[src/rtl/fp_arith_pkg.sv]
// Shared IEEE-754 arithmetic definitions: flag indices, format presets,
// operand classes and small helpers used by the floating-point units.
package fp_arith_pkg;

  localparam int FLAG_INVALID   = 3;
  localparam int FLAG_OVERFLOW  = 2;
  localparam int FLAG_UNDERFLOW = 1;
  localparam int FLAG_INEXACT   = 0;

  localparam int FP32_EXP_W = 8;
  localparam int FP32_MAN_W = 23;
  localparam int BF16_EXP_W = 8;
  localparam int BF16_MAN_W = 7;
  localparam int FP16_EXP_W = 5;
  localparam int FP16_MAN_W = 10;

  typedef enum logic [2:0] {
    CLS_ZERO,
    CLS_NORMAL,
    CLS_INF,
    CLS_QNAN,
    CLS_SNAN
  } fp_class_t;

  function automatic int fp_bias(input int exp_w);
    return (1 << (exp_w - 1)) - 1;
  endfunction

  // Right-aligned in 64 bits; callers truncate to their format width.
  function automatic logic [63:0] fp_qnan(input int exp_w, input int man_w);
    return (((64'd1 << exp_w) - 64'd1) << man_w) | (64'd1 << (man_w - 1));
  endfunction

endpackage

[src/rtl/multiplier_nbit.sv]
// Unsigned WIDTH x WIDTH combinational multiplier.
// IMPL_TYPE 0 infers the operator; any other value builds shift-and-add.
module multiplier_nbit #(
  parameter int WIDTH     = 24,
  parameter int IMPL_TYPE = 0
) (
  input  logic [WIDTH-1:0]   a,
  input  logic [WIDTH-1:0]   b,
  output logic [2*WIDTH-1:0] p
);

  if (IMPL_TYPE == 0) begin : g_op
    assign p = {{WIDTH{1'b0}}, a} * {{WIDTH{1'b0}}, b};
  end else begin : g_sa
    always_comb begin
      p = '0;
      for (int i = 0; i < WIDTH; i++) begin
        if (b[i]) p = p + ({{WIDTH{1'b0}}, a} << i);
      end
    end
  end

endmodule

[src/rtl/fp_multiplier_pipe.sv]
// Three-stage IEEE-754 multiplier: classify/exponent, significand
// product, then normalise/round-to-nearest-even/pack into the output.
module fp_multiplier_pipe
  import fp_arith_pkg::*;
#(
  parameter int EXP_W     = 8,
  parameter int MAN_W     = 23,
  parameter int TAG_W     = 4,
  parameter int IMPL_TYPE = 0
) (
  input  logic                     clk,
  input  logic                     rst,
  input  logic                     in_valid,
  output logic                     in_ready,
  input  logic [EXP_W+MAN_W:0]     in_a,
  input  logic [EXP_W+MAN_W:0]     in_b,
  input  logic [TAG_W-1:0]         in_tag,
  output logic                     out_valid,
  input  logic                     out_ready,
  output logic [EXP_W+MAN_W:0]     out_result,
  output logic [3:0]               out_flags,
  output logic [TAG_W-1:0]         out_tag
);

  localparam int W  = 1 + EXP_W + MAN_W;
  localparam int SW = MAN_W + 1;
  localparam int PW = 2 * SW;
  localparam int EW = EXP_W + 2;
  localparam logic [W-1:0] QNAN = W'(fp_qnan(EXP_W, MAN_W));
  localparam logic signed [EW-1:0] BIAS = EW'(fp_bias(EXP_W));
  localparam logic signed [EW-1:0] EXP_MAX = EW'((1 << EXP_W) - 1);

  function automatic fp_class_t classify(
    input logic [EXP_W-1:0] e,
    input logic [MAN_W-1:0] f
  );
    if (e == '0)                     return CLS_ZERO;
    else if (e != {EXP_W{1'b1}})     return CLS_NORMAL;
    else if (f == '0)                return CLS_INF;
    else if (f[MAN_W-1])             return CLS_QNAN;
    else                             return CLS_SNAN;
  endfunction

  logic advance;
  assign advance  = !out_valid | out_ready;
  assign in_ready = advance;

  // S1 combinational: unpack and special-value resolution
  logic [EXP_W-1:0] ea, eb;
  logic [MAN_W-1:0] fa, fb;
  fp_class_t        ca, cb;
  logic             sign, a_nan, b_nan;
  logic             sp;
  logic [W-1:0]     sp_res;
  logic [3:0]       sp_flags;
  logic signed [EW-1:0] exp_sum;

  assign ea = in_a[MAN_W +: EXP_W];
  assign eb = in_b[MAN_W +: EXP_W];
  assign fa = in_a[MAN_W-1:0];
  assign fb = in_b[MAN_W-1:0];
  assign ca = classify(ea, fa);
  assign cb = classify(eb, fb);
  assign sign  = in_a[W-1] ^ in_b[W-1];
  assign a_nan = (ca == CLS_QNAN) | (ca == CLS_SNAN);
  assign b_nan = (cb == CLS_QNAN) | (cb == CLS_SNAN);
  assign exp_sum = EW'(ea) + EW'(eb) - BIAS;

  always_comb begin
    sp       = 1'b1;
    sp_res   = '0;
    sp_flags = '0;
    if (a_nan | b_nan |
        (ca == CLS_INF & cb == CLS_ZERO) |
        (cb == CLS_INF & ca == CLS_ZERO)) begin
      sp_res = QNAN;
      sp_flags[FLAG_INVALID] = (a_nan | b_nan) ?
        ((ca == CLS_SNAN) | (cb == CLS_SNAN)) : 1'b1;
    end else if (ca == CLS_INF | cb == CLS_INF) begin
      sp_res = {sign, {EXP_W{1'b1}}, {MAN_W{1'b0}}};
    end else if (ca == CLS_ZERO | cb == CLS_ZERO) begin
      sp_res = {sign, {(W-1){1'b0}}};
    end else begin
      sp = 1'b0;
    end
  end

  logic                 s1_valid, s1_sign, s1_sp;
  logic [TAG_W-1:0]     s1_tag;
  logic [SW-1:0]        s1_sig_a, s1_sig_b;
  logic signed [EW-1:0] s1_exp;
  logic [W-1:0]         s1_sp_res;
  logic [3:0]           s1_sp_flags;

  logic                 s2_valid, s2_sign, s2_sp;
  logic [TAG_W-1:0]     s2_tag;
  logic [PW-1:0]        s2_prod;
  logic signed [EW-1:0] s2_exp;
  logic [W-1:0]         s2_sp_res;
  logic [3:0]           s2_sp_flags;

  logic [PW-1:0] prod;

  multiplier_nbit #(
    .WIDTH     (SW),
    .IMPL_TYPE (IMPL_TYPE)
  ) u_mul (
    .a (s1_sig_a),
    .b (s1_sig_b),
    .p (prod)
  );

  // S3 combinational: normalise (leading one dropped), round, pack
  logic [PW-2:0]        norm;
  logic [MAN_W-1:0]     mant, mant_r;
  logic                 guard, rnd, sticky, round_up, inexact;
  logic [MAN_W:0]       mant_sum;
  logic signed [EW-1:0] exp_n, exp_f;
  logic [W-1:0]         rnd_res;
  logic [3:0]           rnd_flags;

  assign norm = s2_prod[PW-1] ? s2_prod[PW-2:0]
                              : {s2_prod[PW-3:0], 1'b0};
  assign mant     = norm[PW-2 -: MAN_W];
  assign guard    = norm[MAN_W];
  assign rnd      = norm[MAN_W-1];
  assign sticky   = |norm[MAN_W-2:0];
  assign round_up = guard & (rnd | sticky | mant[0]);
  assign inexact  = guard | rnd | sticky;
  assign mant_sum = {1'b0, mant} + (MAN_W+1)'(round_up);
  assign mant_r   = mant_sum[MAN_W-1:0];
  assign exp_n    = s2_exp + EW'(s2_prod[PW-1]);
  assign exp_f    = exp_n + EW'(mant_sum[MAN_W]);

  always_comb begin
    rnd_res   = {s2_sign, exp_f[EXP_W-1:0], mant_r};
    rnd_flags = '0;
    rnd_flags[FLAG_INEXACT] = inexact;
    if (exp_f >= EXP_MAX) begin
      rnd_res = {s2_sign, {EXP_W{1'b1}}, {MAN_W{1'b0}}};
      rnd_flags[FLAG_OVERFLOW] = 1'b1;
      rnd_flags[FLAG_INEXACT]  = 1'b1;
    end else if (exp_f[EW-1] | (exp_f == '0)) begin
      rnd_res = {s2_sign, {(W-1){1'b0}}};
      rnd_flags[FLAG_UNDERFLOW] = 1'b1;
      rnd_flags[FLAG_INEXACT]   = 1'b1;
    end
  end

  always_ff @(posedge clk or posedge rst) begin
    if (rst) begin
      s1_valid    <= 1'b0;
      s1_sign     <= 1'b0;
      s1_sp       <= 1'b0;
      s1_tag      <= '0;
      s1_sig_a    <= '0;
      s1_sig_b    <= '0;
      s1_exp      <= '0;
      s1_sp_res   <= '0;
      s1_sp_flags <= '0;
      s2_valid    <= 1'b0;
      s2_sign     <= 1'b0;
      s2_sp       <= 1'b0;
      s2_tag      <= '0;
      s2_prod     <= '0;
      s2_exp      <= '0;
      s2_sp_res   <= '0;
      s2_sp_flags <= '0;
      out_valid   <= 1'b0;
      out_result  <= '0;
      out_flags   <= '0;
      out_tag     <= '0;
    end else if (advance) begin
      s1_valid    <= in_valid;
      s1_sign     <= sign;
      s1_sp       <= sp;
      s1_tag      <= in_tag;
      s1_sig_a    <= {1'b1, fa};
      s1_sig_b    <= {1'b1, fb};
      s1_exp      <= exp_sum;
      s1_sp_res   <= sp_res;
      s1_sp_flags <= sp_flags;
      s2_valid    <= s1_valid;
      s2_sign     <= s1_sign;
      s2_sp       <= s1_sp;
      s2_tag      <= s1_tag;
      s2_prod     <= prod;
      s2_exp      <= s1_exp;
      s2_sp_res   <= s1_sp_res;
      s2_sp_flags <= s1_sp_flags;
      out_valid   <= s2_valid;
      out_tag     <= s2_tag;
      out_result  <= s2_sp ? s2_sp_res : rnd_res;
      out_flags   <= s2_sp ? s2_sp_flags : rnd_flags;
    end
  end

endmodule

[config.mk]
export PLATFORM = sky130hd
export DESIGN_NAME = fp_multiplier_pipe
export DESIGN_NICKNAME = d
export VERILOG_FILES = /design/src/rtl/fp_arith_pkg.sv /design/src/rtl/multiplier_nbit.sv /design/src/rtl/fp_multiplier_pipe.sv
export SDC_FILE = /design/constraint.sdc
export NUM_CORES = 2
export LEC_CHECK = 0
export CELL_PAD_IN_SITES_DETAIL_PLACEMENT = 0
export CELL_PAD_IN_SITES_GLOBAL_PLACEMENT = 1
export CORE_MARGIN = 3
export CORE_UTILIZATION = 53
export CTS_CLUSTER_DIAMETER = 30
export DETAILED_ROUTE_END_ITERATION = 10
export PLACE_DENSITY = 0.95
export SYNTH_ARGS = -nofsm -noshare
export SYNTH_HDL_FRONTEND = slang
export SYNTH_SLANG_ARGS = --single-unit
[constraint.sdc]
create_clock -name clk -period 14.1 [get_ports clk]
set_input_delay 4.23 -clock clk [delete_from_list [all_inputs] [get_ports clk]]
set_output_delay 4.23 -clock clk [all_outputs]
set_load 0.02 [all_outputs]
# After elaboration in Yosys (flattened, before gate mapping)
# Cells that the tools add are included.
[op_classes] eq_ne=8 mux=25 magnitude_cmp=1 reduce_logical=9 bitwise_logic=18 mul=1 n_addsub=5
[ops] operator="two-way mux 32 bit" count=4
[ops] operator="two-way mux 31 bit" count=2
[ops] operator="multiplier 24 x 24 -> 48 bit" count=1
[ops] operator="two-way mux 47 bit" count=1
[ops] operator="logical NOT 23 bit" count=2
[ops] operator="adder 23 x 1 -> 24 bit" count=1
[ops] operator="two-way mux 3 bit" count=8
[ops] operator="OR reduction 22 bit" count=1
[ops] operator="adder 10 x 1 -> 10 bit" count=2
[ops] operator="logical NOT 8 bit" count=2
[ops] operator="!= test 8 bit (second input constant)" count=2
[ops] operator="bitwise OR 1 bit" count=14
[ops] operator="== test 3 x 2 -> 1 bit (second input constant)" count=4
[ops] operator="greater-or-equal comparator 10 x 9 -> 1 bit (second input constant)" count=1
[ops] operator="logical NOT 10 bit" count=1
[ops] operator="subtractor 9 x 7 -> 10 bit (second input constant)" count=1
[ops] operator="adder 8 x 8 -> 9 bit" count=1
[ops] operator="two-way mux 1 bit" count=8
[ops] operator="== test 3 bit (second input constant)" count=2
[ops] operator="logical NOT 3 bit" count=2
[ops] operator="two-way mux 4 bit" count=1
[ops] operator="bitwise AND 1 bit" count=3
[ops] operator="two-way mux 2 bit" count=1
[ops] operator="logical NOT 1 bit" count=1
[ops] operator="bitwise XOR 1 bit" count=1
[word_totals] word_cells=88 input_bits=72 regBits=237 output_inout_bits=42

# Longest topological paths before layout
[logic_depth] ltp_word=12 depth_mapped=25 mapped_depth_nobuf=24

# Hierarchy
# Synthesis repeated with hierarchy kept, for this count alone.
[unflattened] hier_cells=3151 area_unflattened_um2=27654.0
[modules_own_cells] module="multiplier_nbit" seq_area_each_um2=0.0 cells_per_inst=2173 n_inst=1 area_each_um2=19055.8
[modules_own_cells] module="fp_multiplier_pipe" seq_area_each_um2=4454.3 cells_per_inst=978 n_inst=1 area_each_um2=8598.2

# Worst setup path after synthesis
# Ideal clock, no wire load.
[synth_timing] path_type="input -> output" from="input port out_ready" to="output port in_ready" arrival_time_ns=5.176 required_time_ns=9.870 setup_slack_ns=4.694 stages=5 n_path_buf=3 path_cell_list="nor2b_1 -> clkbuf_1 -> inv_1 -> clkbuf_1 -> clkbuf_1"
[synth_via] elab_chain_cells=1
[synth_lines] element="from (decl)" line_no="fp_multiplier_pipe.sv:19" source="input logic out_ready,"
[synth_lines] element="bitwise OR 1 bit" line_no="fp_multiplier_pipe.sv:45" source="assign advance = !out_valid | out_ready;"
[synth_lines] element="to (decl)" line_no="fp_multiplier_pipe.sv:14" source="output logic in_ready,"
# No other way between the ends.

# Final worst setup path
# Same ends and word-level chain as after synthesis.

==> impl_metrics.yaml <==
outcome:
  status: "completed"
worst_setup_path:
  critPathKind: "in2out"
  rr_worst_depth: 24
  critPathMaxFanout: 94
  r2r-start: "s1_sig_a[11]$_DFFE_PP0P_"
  critical_path_arrival_ns: 6.03
  worstReg2RegEnd: "s2_prod[37]$_DFFE_PP0P_"
  end_kind: "primary output"
  crit_required_ns: 9.87
  worst-r2r-setup-slack_ns: 6.28
  critPathLaunchType: "input pin"
  startpoint: "out_ready"
hold_path:
  hold_end: "s2_sign$_DFFE_PP0P_"
  hold_start: "s2_sign$_DFFE_PP0P_"
  holdPathStages: 2
  min_path_type: "reg2reg"
synthesis:
  synth_top_cell_by_area: "fa_1"
  syn_area_mm2: 0.0277
  async_reset_ff_share_pct: 100
  synth.avg_cell_area_um2: 8.80
  ys_ff_latch: 178
  synth_nets: 3890
  synth_top_area_share_pct: 35.0
  syn-instance-count: 3142
  yosysWarnings: 0
  seq_area_frac_synth_pct: 16.1
  yosys.cell_types.count: 71
  synthFlopType: "dfrtp_1"
  synthTopCellsByArea: "fa_1 35%, dfrtp_1 16%, ha_1 8.7%"
  synth_edf_count: 0
floorplanning:
  core-area_mm2: 0.0515
  dieHeight_um: 234
  die_w_um: 234
  die_area_mm2: 0.0550
  start_util_pct: 53.7
  num_rows: 83
  io_pins: 114
global_route:
  grt_pass1_wl_mm: 117
  antenna_found_initial: 1
  grt_max_degree: 113
  grt_usage_pct: 26.7
  grt_pass1_vias: 23200
  grt_overflow: 0
clock_network:
  cts_buffer_depth: 2
  cts_resized: 0
  clkSinkCount: 178
  hold_buffers: 0
  clock_latency_ns: 0.46
  cts_tree: "yes"
  cts_setup_buffers: 0
  htreeDepth: 4
  cts.clk_slew.worst_paths_ns: 0.08
  clock-root-buffer: "clkbuf_16"
  cts_buffers: 17
timing:
  max_freq_ghz: 0.0975
  fin_crit_ns: 10.26
  finClkSkew_ns: 0.0172
  finalSetupViolCount: 0
  period_share_pct: 72.7
  tns_ns: 0
  worst_pin_slew_ns: 1.21
  rsz0062_at_grt: "no"
  slew_headroom_pct: 19.1
  hold_viol: 0
  slew_viol_final: 0
layout:
  syn2layout_area_growth_pct: 7.95
  fin_cells: 3824
  layout_commonest_cell: "nand2_1"
  final_cell_mix: "621 x nand2_1, 563 x inv_1, 484 x fa_1, 296 x and2_1, 192 x ha_1"
  fin_nets: 3877
  design_area_mm2: 0.0299
  drive_gt1_share_pct: 2.80
placement:
  dpl.cell_count: 3790
  dpl-instance-area_mm2: 0.0292
  port_buffers: 113
  gp_congestion: 0.923
  dp_hpwl_mm: 53.8
detailed_routing:
  vias_per_cell: 5.52
  wirelength_mm: 69.1
  drtIter0Drc: 1504
  first_pass_iters: 6
  ant_nets: 0
  vias: 21100
  drc_errors: 0
  wire_per_inst_um: 18.1
flow_run:
  cap_violations: 0
-- cell type report --
type                    instances  area [µm²]
clock inverters                15         225
well taps                     680         851
repair buffers                135        1300
fillers                      4505       21700
flip-flops and latches        178        4460
diodes                          2        5.00
inverters                     565        2130
multi-input cells            2232       20500
clock buffers                  17         425
-- kinds of logic (layout without fill, tap and decap cells) --
group / after synthesis / in the layout / share of synthesized area (%)
AND/OR/NAND/NOR: 1188 / 1188 / 20.5
buffers and inverters: 732 / 732 / 9.99
adder cells (fa/ha/maj): 676 / 676 / 43.7
AO/OA/AOI/OAI: 274 / 274 / 6.61
flip-flops: 178 / 178 / 16.1
XOR/XNOR: 74 / 74 / 2.34
multiplexers: 20 / 20 / 0.742
other: 0 / 2 / 0
-- metal layers --
layer  wire length, µm  GRT usage [%]  share of wire, %
met5                 0              0                 0
met4              1600           7.95               2.3
met2             32400           43.3                47
met3              5790           5.87               8.4
met1             29300           36.4                42
-- cell usage after synthesis, types with 5 or more instances --
cell type / instances
nor3_1: 20
a31oi_1: 10
and3_1: 22
o21a_1: 6
nor2b_1: 10
fa_1: 484
nand3_1: 27
nor2_1: 92
a21oi_1: 87
a22o_1: 22
or4_1: 10
nand2b_1: 11
nand2_1: 621
ha_1: 192
o22a_1: 8
clkbuf_1: 145
or2_2: 5
xnor2_1: 35
a21o_1: 29
mux2i_1: 16
and4_1: 5
and2_1: 296
a21boi_0: 5
o211ai_1: 8
o31ai_1: 8
o21ai_0: 42
buf_2: 8
nor4_1: 19
o21bai_1: 7
inv_1: 565
o21ai_1: 5
nor3b_1: 6
xor2_1: 39
nand4_1: 22
a211oi_1: 12
buf_1: 11
or3_1: 5
dfrtp_1: 178
-- through the flow --
stage / hold WS [ns] / setup WS, ns / util [%]
5_1_grt: 0.501 / 3.76 / 57.9
2_1_floorplan: 0.430 / 4.69 / -
3_5_place_dp: 0.455 / 3.84 / 56.7
4_1_cts: 0.473 / 3.83 / 57.9
6_report: 0.469 / 3.84 / 58.0
3_3_place_gp: 0.443 / 3.85 / 56.7
-- sequential cells by signal, indices dropped and copies added, names as in the netlist --
name and count:
out_flags 4, out_result 32, out_tag 4, out_valid 1, s1_exp 10, s1_sig_a 24, s1_sig_b 23, s1_sign 1
s1_sp 1, s1_sp_flags 1, s1_sp_res 3, s1_tag 4, s1_valid 1, s2_exp 10, s2_prod 48, s2_sign 1
s2_sp 1, s2_sp_flags 1, s2_sp_res 3, s2_tag 4, s2_valid 1
-- worst max-delay path, stage by stage --
cell and delay (ns):
clkdlybuf4s50_1 0.51, nor2b_4 0.06, inv_6 0.47, clkdlybuf4s50_1 0.74
-- how the worst max path moves through the flow --
| stage | cells after the start | to | slack [ns] |
|---|---|---|---|
| finish | 4 | in_ready | 3.84 |
| global route | 4 | in_ready | 3.76 |
| CTS | 4 | in_ready | 3.83 |
| detailed placement | 4 | in_ready | 3.84 |
| global placement | 4 | in_ready | 3.85 |
| floorplan | 5 | in_ready | 4.69 |
Power is left out: the tool's default activity adds up to more than one toggle a clock period on the data nets, which glitch-free logic cannot reach.
